[config.mk]
export PLATFORM = sky130hd
export DESIGN_NAME = mux_sel_arb_flat
export DESIGN_NICKNAME = d
export VERILOG_FILES = /design/src/rtl/mux_sel_arb_if.sv /design/src/rtl/mux_sel_arb.sv /design/src/flat_wrapper.sv
export SDC_FILE = /design/constraint.sdc
export NUM_CORES = 1
export LEC_CHECK = 0
export ABC_CLOCK_PERIOD_IN_PS = 4050
export BUFFER_PORTS_ARGS = -buffer_cell sky130_fd_sc_hd__buf_2
export CORE_AREA = 3 3 40 42
export DETAILED_ROUTE_END_ITERATION = 7
export DIE_AREA = 0 0 43 45
export PLACE_DENSITY_LB_ADDON = 0.3
export REMOVE_ABC_BUFFERS = 1
export SYNTH_ARGS = -nofsm -noshare
export SYNTH_HDL_FRONTEND = slang
export SYNTH_SLANG_ARGS = --single-unit
[constraint.sdc]
create_clock -name clk -period 4.05 [get_ports clk]
set_input_delay 0.2025 -clock clk [delete_from_list [all_inputs] [get_ports clk]]
set_output_delay 0.2025 -clock clk [all_outputs]
set_load 0.02 [all_outputs]
[src/rtl/mux_sel_arb_if.sv]
// Handshake bundle between two packet sources, the downstream sink and the
// round-robin arbiter that steers the 2:1 mux select.
interface mux_sel_arb_if;
  logic req0_valid;
  logic req0_last;
  logic req0_ready;
  logic req1_valid;
  logic req1_last;
  logic req1_ready;
  logic out_valid;
  logic out_last;
  logic out_ready;
  logic sel;
  logic busy;
  logic timeout;

  modport master (
    output req0_valid, req0_last, req1_valid, req1_last, out_ready,
    input  req0_ready, req1_ready, out_valid, out_last, sel, busy, timeout
  );

  modport slave (
    input  req0_valid, req0_last, req1_valid, req1_last, out_ready,
    output req0_ready, req1_ready, out_valid, out_last, sel, busy, timeout
  );
endinterface

[src/rtl/mux_sel_arb.sv]
// Round-robin packet arbiter driving a 2:1 mux select; grant held until last beat.
// Optional forced release after MAX_BEATS beats: define MUX_SEL_ARB_TIMEOUT_EN.
module mux_sel_arb #(
  parameter int MAX_BEATS = 16
) (
  input  logic         clk,
  input  logic         rst_n,
  mux_sel_arb_if.slave bus
);

  localparam logic [1:0] ST_IDLE = 2'd0;
  localparam logic [1:0] ST_GNT0 = 2'd1;
  localparam logic [1:0] ST_GNT1 = 2'd2;
  localparam logic [7:0] L_MAX   = 8'(MAX_BEATS);

  logic [1:0] r_state;
  logic [1:0] w_state_next;
  logic       r_last_gnt;
  logic       w_last_gnt_next;
  logic       r_sel;
  logic       w_out_valid;
  logic       w_out_last;
  logic       w_accept;
  logic       w_force;
  logic       w_release;

  always_comb begin
    w_out_valid    = 1'b0;
    w_out_last     = 1'b0;
    bus.req0_ready = 1'b0;
    bus.req1_ready = 1'b0;
    case (r_state)
      ST_GNT0: begin
        w_out_valid    = bus.req0_valid;
        w_out_last     = bus.req0_last;
        bus.req0_ready = bus.out_ready;
      end
      ST_GNT1: begin
        w_out_valid    = bus.req1_valid;
        w_out_last     = bus.req1_last;
        bus.req1_ready = bus.out_ready;
      end
      default: ;
    endcase
  end

  assign w_accept      = w_out_valid && bus.out_ready;
  assign w_release     = w_accept && (w_out_last || w_force);
  assign bus.out_valid = w_out_valid;
  assign bus.out_last  = w_out_last;
  assign bus.sel       = r_sel;
  assign bus.busy      = (r_state != ST_IDLE);

`ifdef MUX_SEL_ARB_TIMEOUT_EN
  logic [7:0] r_beat_cnt;
  logic [7:0] w_cnt_inc;
  logic       r_timeout;

  assign w_cnt_inc   = r_beat_cnt + 8'd1;
  assign w_force     = w_accept && !w_out_last && (w_cnt_inc == L_MAX);
  assign bus.timeout = r_timeout;

  // Only a release can change the grant, so clearing on release covers handoffs too.
  always_ff @(posedge clk or negedge rst_n) begin
    if (!rst_n) begin
      r_beat_cnt <= 8'd0;
      r_timeout  <= 1'b0;
    end else begin
      r_timeout <= w_force;
      if (w_release)
        r_beat_cnt <= 8'd0;
      else if (w_accept)
        r_beat_cnt <= w_cnt_inc;
    end
  end
`else
  logic w_unused_cfg;
  assign w_unused_cfg = ^L_MAX;
  assign w_force      = 1'b0;
  assign bus.timeout  = 1'b0;
`endif

  always_comb begin
    w_state_next    = r_state;
    w_last_gnt_next = r_last_gnt;
    case (r_state)
      ST_IDLE: begin
        if (bus.req0_valid && bus.req1_valid)
          w_state_next = r_last_gnt ? ST_GNT0 : ST_GNT1;
        else if (bus.req0_valid)
          w_state_next = ST_GNT0;
        else if (bus.req1_valid)
          w_state_next = ST_GNT1;
      end
      ST_GNT0: begin
        if (w_release) begin
          w_last_gnt_next = 1'b0;
          if (bus.req1_valid)      w_state_next = ST_GNT1;
          else if (bus.req0_valid) w_state_next = ST_GNT0;
          else                     w_state_next = ST_IDLE;
        end
      end
      ST_GNT1: begin
        if (w_release) begin
          w_last_gnt_next = 1'b1;
          if (bus.req0_valid)      w_state_next = ST_GNT0;
          else if (bus.req1_valid) w_state_next = ST_GNT1;
          else                     w_state_next = ST_IDLE;
        end
      end
      default: w_state_next = ST_IDLE;
    endcase
  end

  // sel is registered alongside the state and simply holds while IDLE.
  always_ff @(posedge clk or negedge rst_n) begin
    if (!rst_n) begin
      r_state    <= ST_IDLE;
      r_last_gnt <= 1'b1;
      r_sel      <= 1'b0;
    end else begin
      r_state    <= w_state_next;
      r_last_gnt <= w_last_gnt_next;
      if (w_state_next == ST_GNT0)
        r_sel <= 1'b0;
      else if (w_state_next == ST_GNT1)
        r_sel <= 1'b1;
    end
  end

endmodule

[src/flat_wrapper.sv]
// flat-port wrapper written by rule: the top's interface ports become plain ports
module mux_sel_arb_flat 
#(
  parameter int MAX_BEATS = 16
)
  (clk, rst_n, bus_req0_valid, bus_req0_last, bus_req1_valid, bus_req1_last, bus_out_ready, bus_req0_ready, bus_req1_ready, bus_out_valid, bus_out_last, bus_sel, bus_busy, bus_timeout);
  mux_sel_arb_if bus_i ();
  input  logic clk;
  input  logic rst_n;
  input wire logic [$bits(bus_i.req0_valid)-1:0] bus_req0_valid;
  input wire logic [$bits(bus_i.req0_last)-1:0] bus_req0_last;
  input wire logic [$bits(bus_i.req1_valid)-1:0] bus_req1_valid;
  input wire logic [$bits(bus_i.req1_last)-1:0] bus_req1_last;
  input wire logic [$bits(bus_i.out_ready)-1:0] bus_out_ready;
  output wire logic [$bits(bus_i.req0_ready)-1:0] bus_req0_ready;
  output wire logic [$bits(bus_i.req1_ready)-1:0] bus_req1_ready;
  output wire logic [$bits(bus_i.out_valid)-1:0] bus_out_valid;
  output wire logic [$bits(bus_i.out_last)-1:0] bus_out_last;
  output wire logic [$bits(bus_i.sel)-1:0] bus_sel;
  output wire logic [$bits(bus_i.busy)-1:0] bus_busy;
  output wire logic [$bits(bus_i.timeout)-1:0] bus_timeout;
  assign bus_i.req0_valid = bus_req0_valid;
  assign bus_i.req0_last = bus_req0_last;
  assign bus_i.req1_valid = bus_req1_valid;
  assign bus_i.req1_last = bus_req1_last;
  assign bus_i.out_ready = bus_out_ready;
  assign bus_req0_ready = bus_i.req0_ready;
  assign bus_req1_ready = bus_i.req1_ready;
  assign bus_out_valid = bus_i.out_valid;
  assign bus_out_last = bus_i.out_last;
  assign bus_sel = bus_i.sel;
  assign bus_busy = bus_i.busy;
  assign bus_timeout = bus_i.timeout;
  mux_sel_arb #(.MAX_BEATS(MAX_BEATS)) u_core (.clk(clk), .rst_n(rst_n), .bus(bus_i));
endmodule
==> results_dict.tcl, run 1 <==
set metrics [dict create \
    tritoncts "yes" \
    drcViolationCount 0 \
    globalplace.congestion 0.708 \
    use_met2 0.183 \
    status "complete, no violations" \
    clkTransAtPathRegs_ps 40 \
    htreeDepth 1 \
    end_kind "flip-flop" \
    grt_pass1_wl_um 1590 \
    antenna_found_initial 0 \
    final_nets 76 \
    num_antenna_cells 0 \
    synth_edf_count 0 \
    use_met3 0.0598 \
    routed_wl_um 894 \
    peakVddDrop_mv 0.214 \
    start_kind "flip-flop" \
    clk_path_buf_depth 2 \
    firstDrtPassIters 2 \
    synth_seq_cells 4 \
    ys_types 22 \
    routed_via_density 5.10 \
    netlist.area_leader.share 0.176 \
    arrival_ps 2280 \
    cts_root_buf "clkbuf_4" \
    cts_sinks 4 \
    clkLatencyLatePin_ps 240 \
    setup_ws_ps 1870 \
    synthCells 47 \
    critPathMaxFanout 8 \
    pwr_density_cell_nw_per_um2 692 \
    hp-class "input pin to flip-flop" \
    io_pins 14 \
    synth_warnings 0 \
    via_count 398 \
    setup_viol 0 \
    antenna_left 0 \
    die_height_um 45 \
    tns_ps 0 \
    cts_inserted_buffers 3 \
    start_util 0.331 \
    drive_gt1_frac 0.317 \
    core_sq_um 1280 \
    drt_iter0_drc 1 \
    critPathRequiredTime_ps 4150 \
    post_cts_resized 0 \
    hpwl_um 709 \
    leakagePower_nw 0.265 \
    maxSlewViolCount 0 \
    routedWlPerCell_um 11.5 \
    post-route-min-period_ps 2180 \
    ys_dominant_reg_cell "dfrtp_1" \
    synth_area_leaders "dfrtp_1 18%, ha_1 15%, a22o_4 8.2%" \
    hold_violations 0 \
    ys_async_sr_fraction 1.00 \
    dieArea_sq_um 1940 \
    place_ws_ps 1850 \
    row_count 13 \
    synthesis.area_sq_um 425 \
    avgSynthCellArea_sq_um 9.05 \
    fmaxAchievable_ghz 0.458 \
    synthTopCellsByCount "5 x ha_1, 5 x inv_1, 4 x a21oi_1, 4 x and2_1" \
    grt-ovfl-total 0 \
    rsz0062_at_grt "no" \
    top_usage_layer "met2" \
    portBuffers 12 \
    synth_top_area_cell "dfrtp_1" \
    track_usage 0.113 \
    critPathKind "flip-flop to flip-flop" \
    die_w_um 43 \
    grt_pass1_vias 374 \
    ys_seq_area_frac 0.238 \
    use_met1 0.129 \
    syn_to_final_growth_pct 25.3 \
    drv_cap 0 \
    fin_skew_ps 13.0 \
    period_share 0.539 \
    grt_max_degree 9 \
]
-- layout by cell type (no fill, tap or decap), types with 2 or more instances in the layout --
| cell | n |
|---|---|
| a22o_4 | 2 |
| and2_1 | 4 |
| nand2_1 | 3 |
| buf_2 | 12 |
| clkbuf_4 | 3 |
| nor2_1 | 3 |
| dfrtp_1 | 3 |
| inv_1 | 5 |
| nand2b_1 | 3 |
| a21oi_1 | 4 |
| o32ai_1 | 2 |
| ha_1 | 5 |
| o21ai_0 | 2 |
-- timing repair --
item                                   in CTS  in global routing
endpoints found under the hold margin       4                  0
buffers inserted                            0                  0
hold buffers                                1                  0
-- power breakdown --
| group | internal (W) | switching (W) |
|---|---|---|
| Sequential | 0.0000575 | 0.0000110 |
| Combinational | 0.000103 | 0.000143 |
| Clock | 0.0000370 | 0.0000179 |
| Total | 0.000197 | 0.000172 |
-- kinds of logic after synthesis --
logic type | after synthesis | synth area share
other | 1 | 0.00882
AND/OR/NAND/NOR | 14 | 0.206
AO/OA/AOI/OAI | 17 | 0.338
flip-flops | 4 | 0.238
buffers and inverters | 6 | 0.0618
adder cells (fa/ha/maj) | 5 | 0.147
-- cell type report --
type                            count  area (sq um)
Fill cell                         134           752
Tap cell                           15          18.8
Sequential cell                     4           101
Clock buffer                        4          26.3
Multi-Input combinational cell     37           298
Timing Repair Buffer               13          70.1
Inverter                            5          18.8
-- worst max-delay path: stages, from the launching register on --
cell and delay (ps):
dfrtp_1 400, inv_1 90, ha_1 300, a22o_4 280, a31oi_1 170, nor2_1 50, o32ai_1 310, ha_1 300
nand2_1 60, o21ai_0 80
-- routing by layer --
| metal | routed length [um] | vias up |
|---|---|---|
| met5 | 0 | - |
| met4 | 0 | 0 |
| met3 | 40 | 0 |
| met2 | 469 | 7 |
| met1 | 384 | 191 |
| li1 | - | 200 |
-- per-stage QoR --
step                power, W  std cells  hold slack, ps  area (sq um)  utilization
floorplan           0.000261         46           -93.1           418            -
global placement    0.000319         73            13.7           497        0.387
detailed placement  0.000319         73            13.6           497        0.387
CTS                 0.000377         78             277           533        0.415
global route        0.000414         78             284           533        0.415
finish              0.000369         78             282           533        0.415
-- flip-flops by register name, indices dropped and copies added, names as in the netlist --
| signal | cells |
|---|---|
| u_core.r_state | 2 |
| u_core.bus.sel | 1 |
| u_core.r_last_gnt | 1 |
-- final timing paths --
path                                          startpoint                             to  slack (ps)  depth (start not counted)
max                          u_core.r_state[1]$_DFF_PN0_     u_core.bus.sel$_DFFE_PN0P_        1870                          9
min                                        bus_out_ready  u_core.r_last_gnt$_DFFE_PN1P_         280                          3
max reg2reg                  u_core.r_state[1]$_DFF_PN0_     u_core.bus.sel$_DFFE_PN0P_        1870                          9
min reg2reg                u_core.r_last_gnt$_DFFE_PN1P_  u_core.r_last_gnt$_DFFE_PN1P_         480                          2
max in group asynchronous                          rst_n  u_core.r_last_gnt$_DFFE_PN1P_        3540                          2
min in group asynchronous                          rst_n    u_core.r_state[1]$_DFF_PN0_         290                          2
Note: power is estimated with default switching activity, not from simulation.
==> run 2, diff against run 1 <==
- ABC_CLOCK_PERIOD_IN_PS: 4050 -> 2270
- clock period: 4.05 -> 2.27 ns (I/O delays scaled with it)
==> results_dict.tcl, run 2 (same netlist as run 1, synthesis figures left out) <==
set metrics [dict create \
    status "complete, no violations" \
    rsz0062_at_grt "no" \
    cts_root_buf "clkbuf_4" \
    track_usage 0.106 \
    critPathRequiredTime_ps 2380 \
    largest_register_ffs 2 \
    end_kind "flip-flop" \
    htreeDepth 1 \
    grt-ovfl-total 0 \
    routed_wl_um 883 \
    crit_family "compound AO/OA/AOI/OAI gates" \
    io_pins 14 \
    cts_inserted_buffers 3 \
    fin_cells 79 \
    drt_iter0_drc 10 \
    grt_pass1_vias 383 \
    start_kind "flip-flop" \
    path_cells "inv_1 -> ha_1 -> a22o_4 -> nand4_4 -> a211oi_2 -> a311o_1 -> ha_1 -> nand2_1 -> o21ai_0" \
    dieArea_sq_um 1940 \
    regMostFlops "u_core.r_state" \
    drcViolationCount 0 \
    fin_skew_ps 5.73 \
    arrival_ps 2230 \
    critPathMaxFanout 8 \
    drive_gt1_frac 0.344 \
    critPathBufInv 1 \
    clk_path_buf_depth 2 \
    post-route-min-period_ps 2130 \
    hpwl_um 712 \
    fmaxAchievable_ghz 0.470 \
    pwr_density_cell_nw_per_um2 1240 \
    portBuffers 12 \
    setup_viol 0 \
    grt_pass1_wl_um 1530 \
    place_ws_ps 92.4 \
    routed_via_density 4.94 \
    routedWlPerCell_um 11.2 \
    final_common_cell "buf_2" \
    hp-class "input pin to flip-flop" \
    maxSlewViolCount 0 \
    core_sq_um 1280 \
    die_w_um 43 \
    period_share 0.937 \
    finalHoldWorstSlack_ps 186 \
    start_util 0.331 \
    crit_slowest_cell "dfrtp_1" \
    hold_violations 0 \
    leakagePower_nw 0.272 \
    clkTransAtPathRegs_ps 40 \
    final_nets 77 \
    antenna_left 0 \
    setup_ws_ps 144 \
    place_inst 74 \
    grt_max_degree 9 \
    syn_to_final_growth_pct 28.8 \
    cp_common_cell "ha_1" \
    antenna_found_initial 0 \
    firstDrtPassIters 4 \
    critPathMaxStageDelay_ps 360 \
    peakVddDrop_mv 0.442 \
    tns_ps 0 \
    clkLatencyLatePin_ps 240 \
    via_count 390 \
    drv_cap 0 \
    num_antenna_cells 0 \
    tritoncts "yes" \
    die_height_um 45 \
    cts_sinks 4 \
    fill_cells 139 \
    row_count 13 \
    critPathKind "flip-flop to flip-flop" \
    globalplace.congestion 0.699 \
    layout_common_cells "12 x buf_2, 5 x inv_1, 5 x ha_1" \
]
==> run 2: area by class of cell <==
| type | instances | area, sq um | area share |
|---|---|---|---|
| Timing Repair Buffer | 14 | 77.6 | 0.142 |
| Multi-Input combinational cell | 37 | 305 | 0.557 |
| Sequential cell | 4 | 101 | 0.185 |
| Inverter | 5 | 18.8 | 0.0342 |
| Clock buffer | 4 | 26.3 | 0.0479 |
| Tap cell | 15 | 18.8 | 0.0342 |
==> run 2: worst paths after layout <==
path	from	endpoint	slack, ps	cells after the start
worst max-delay path	u_core.r_state[0]$_DFF_PN0_	u_core.bus.sel$_DFFE_PN0P_	140	9
worst min-delay path	bus_out_ready	u_core.r_last_gnt$_DFFE_PN1P_	190	3
worst max register to register	u_core.r_state[0]$_DFF_PN0_	u_core.bus.sel$_DFFE_PN0P_	140	9
worst min register to register	u_core.bus.sel$_DFFE_PN0P_	u_core.bus.sel$_DFFE_PN0P_	480	2
max in group asynchronous	rst_n	u_core.r_last_gnt$_DFFE_PN1P_	1850	2
min in group asynchronous	rst_n	u_core.r_state[1]$_DFF_PN0_	210	2
==> run 2: tightest hold or removal path, stage by stage <==
cell and delay [ps]:
buf_2 130, nand4_4 100, a21oi_1 70
==> run 2: per-layer routing <==
metal,up-vias,GRT usage,part of all wire
met4,0,0.0181,0
met2,6,0.177,0.50
met5,-,0,0
met1,179,0.121,0.46
met3,0,0.0598,0.035
li1,205,-,-
==> run 2: timing repair <==
action,in CTS,in global routing
gates resized for setup,0,1
buffers inserted,0,0
hold endpoints to repair,4,0
endpoints found under the setup margin,0,1
hold buffers,1,0
==> run 2: power breakdown <==
group / total (W) / switching, W / internal, W
Clock: 0.0000973 / 0.0000313 / 0.0000661
Sequential: 0.000123 / 0.0000200 / 0.000103
Combinational: 0.000459 / 0.000263 / 0.000196
==> run 2: through the flow <==
step,power (W),instance area [sq um],util
finish,0.000679,548,0.426
global route,0.000753,548,0.426
CTS,0.000679,541,0.421
detailed placement,0.000574,504,0.392
global placement,0.000576,504,0.392
floorplan,0.000465,418,-
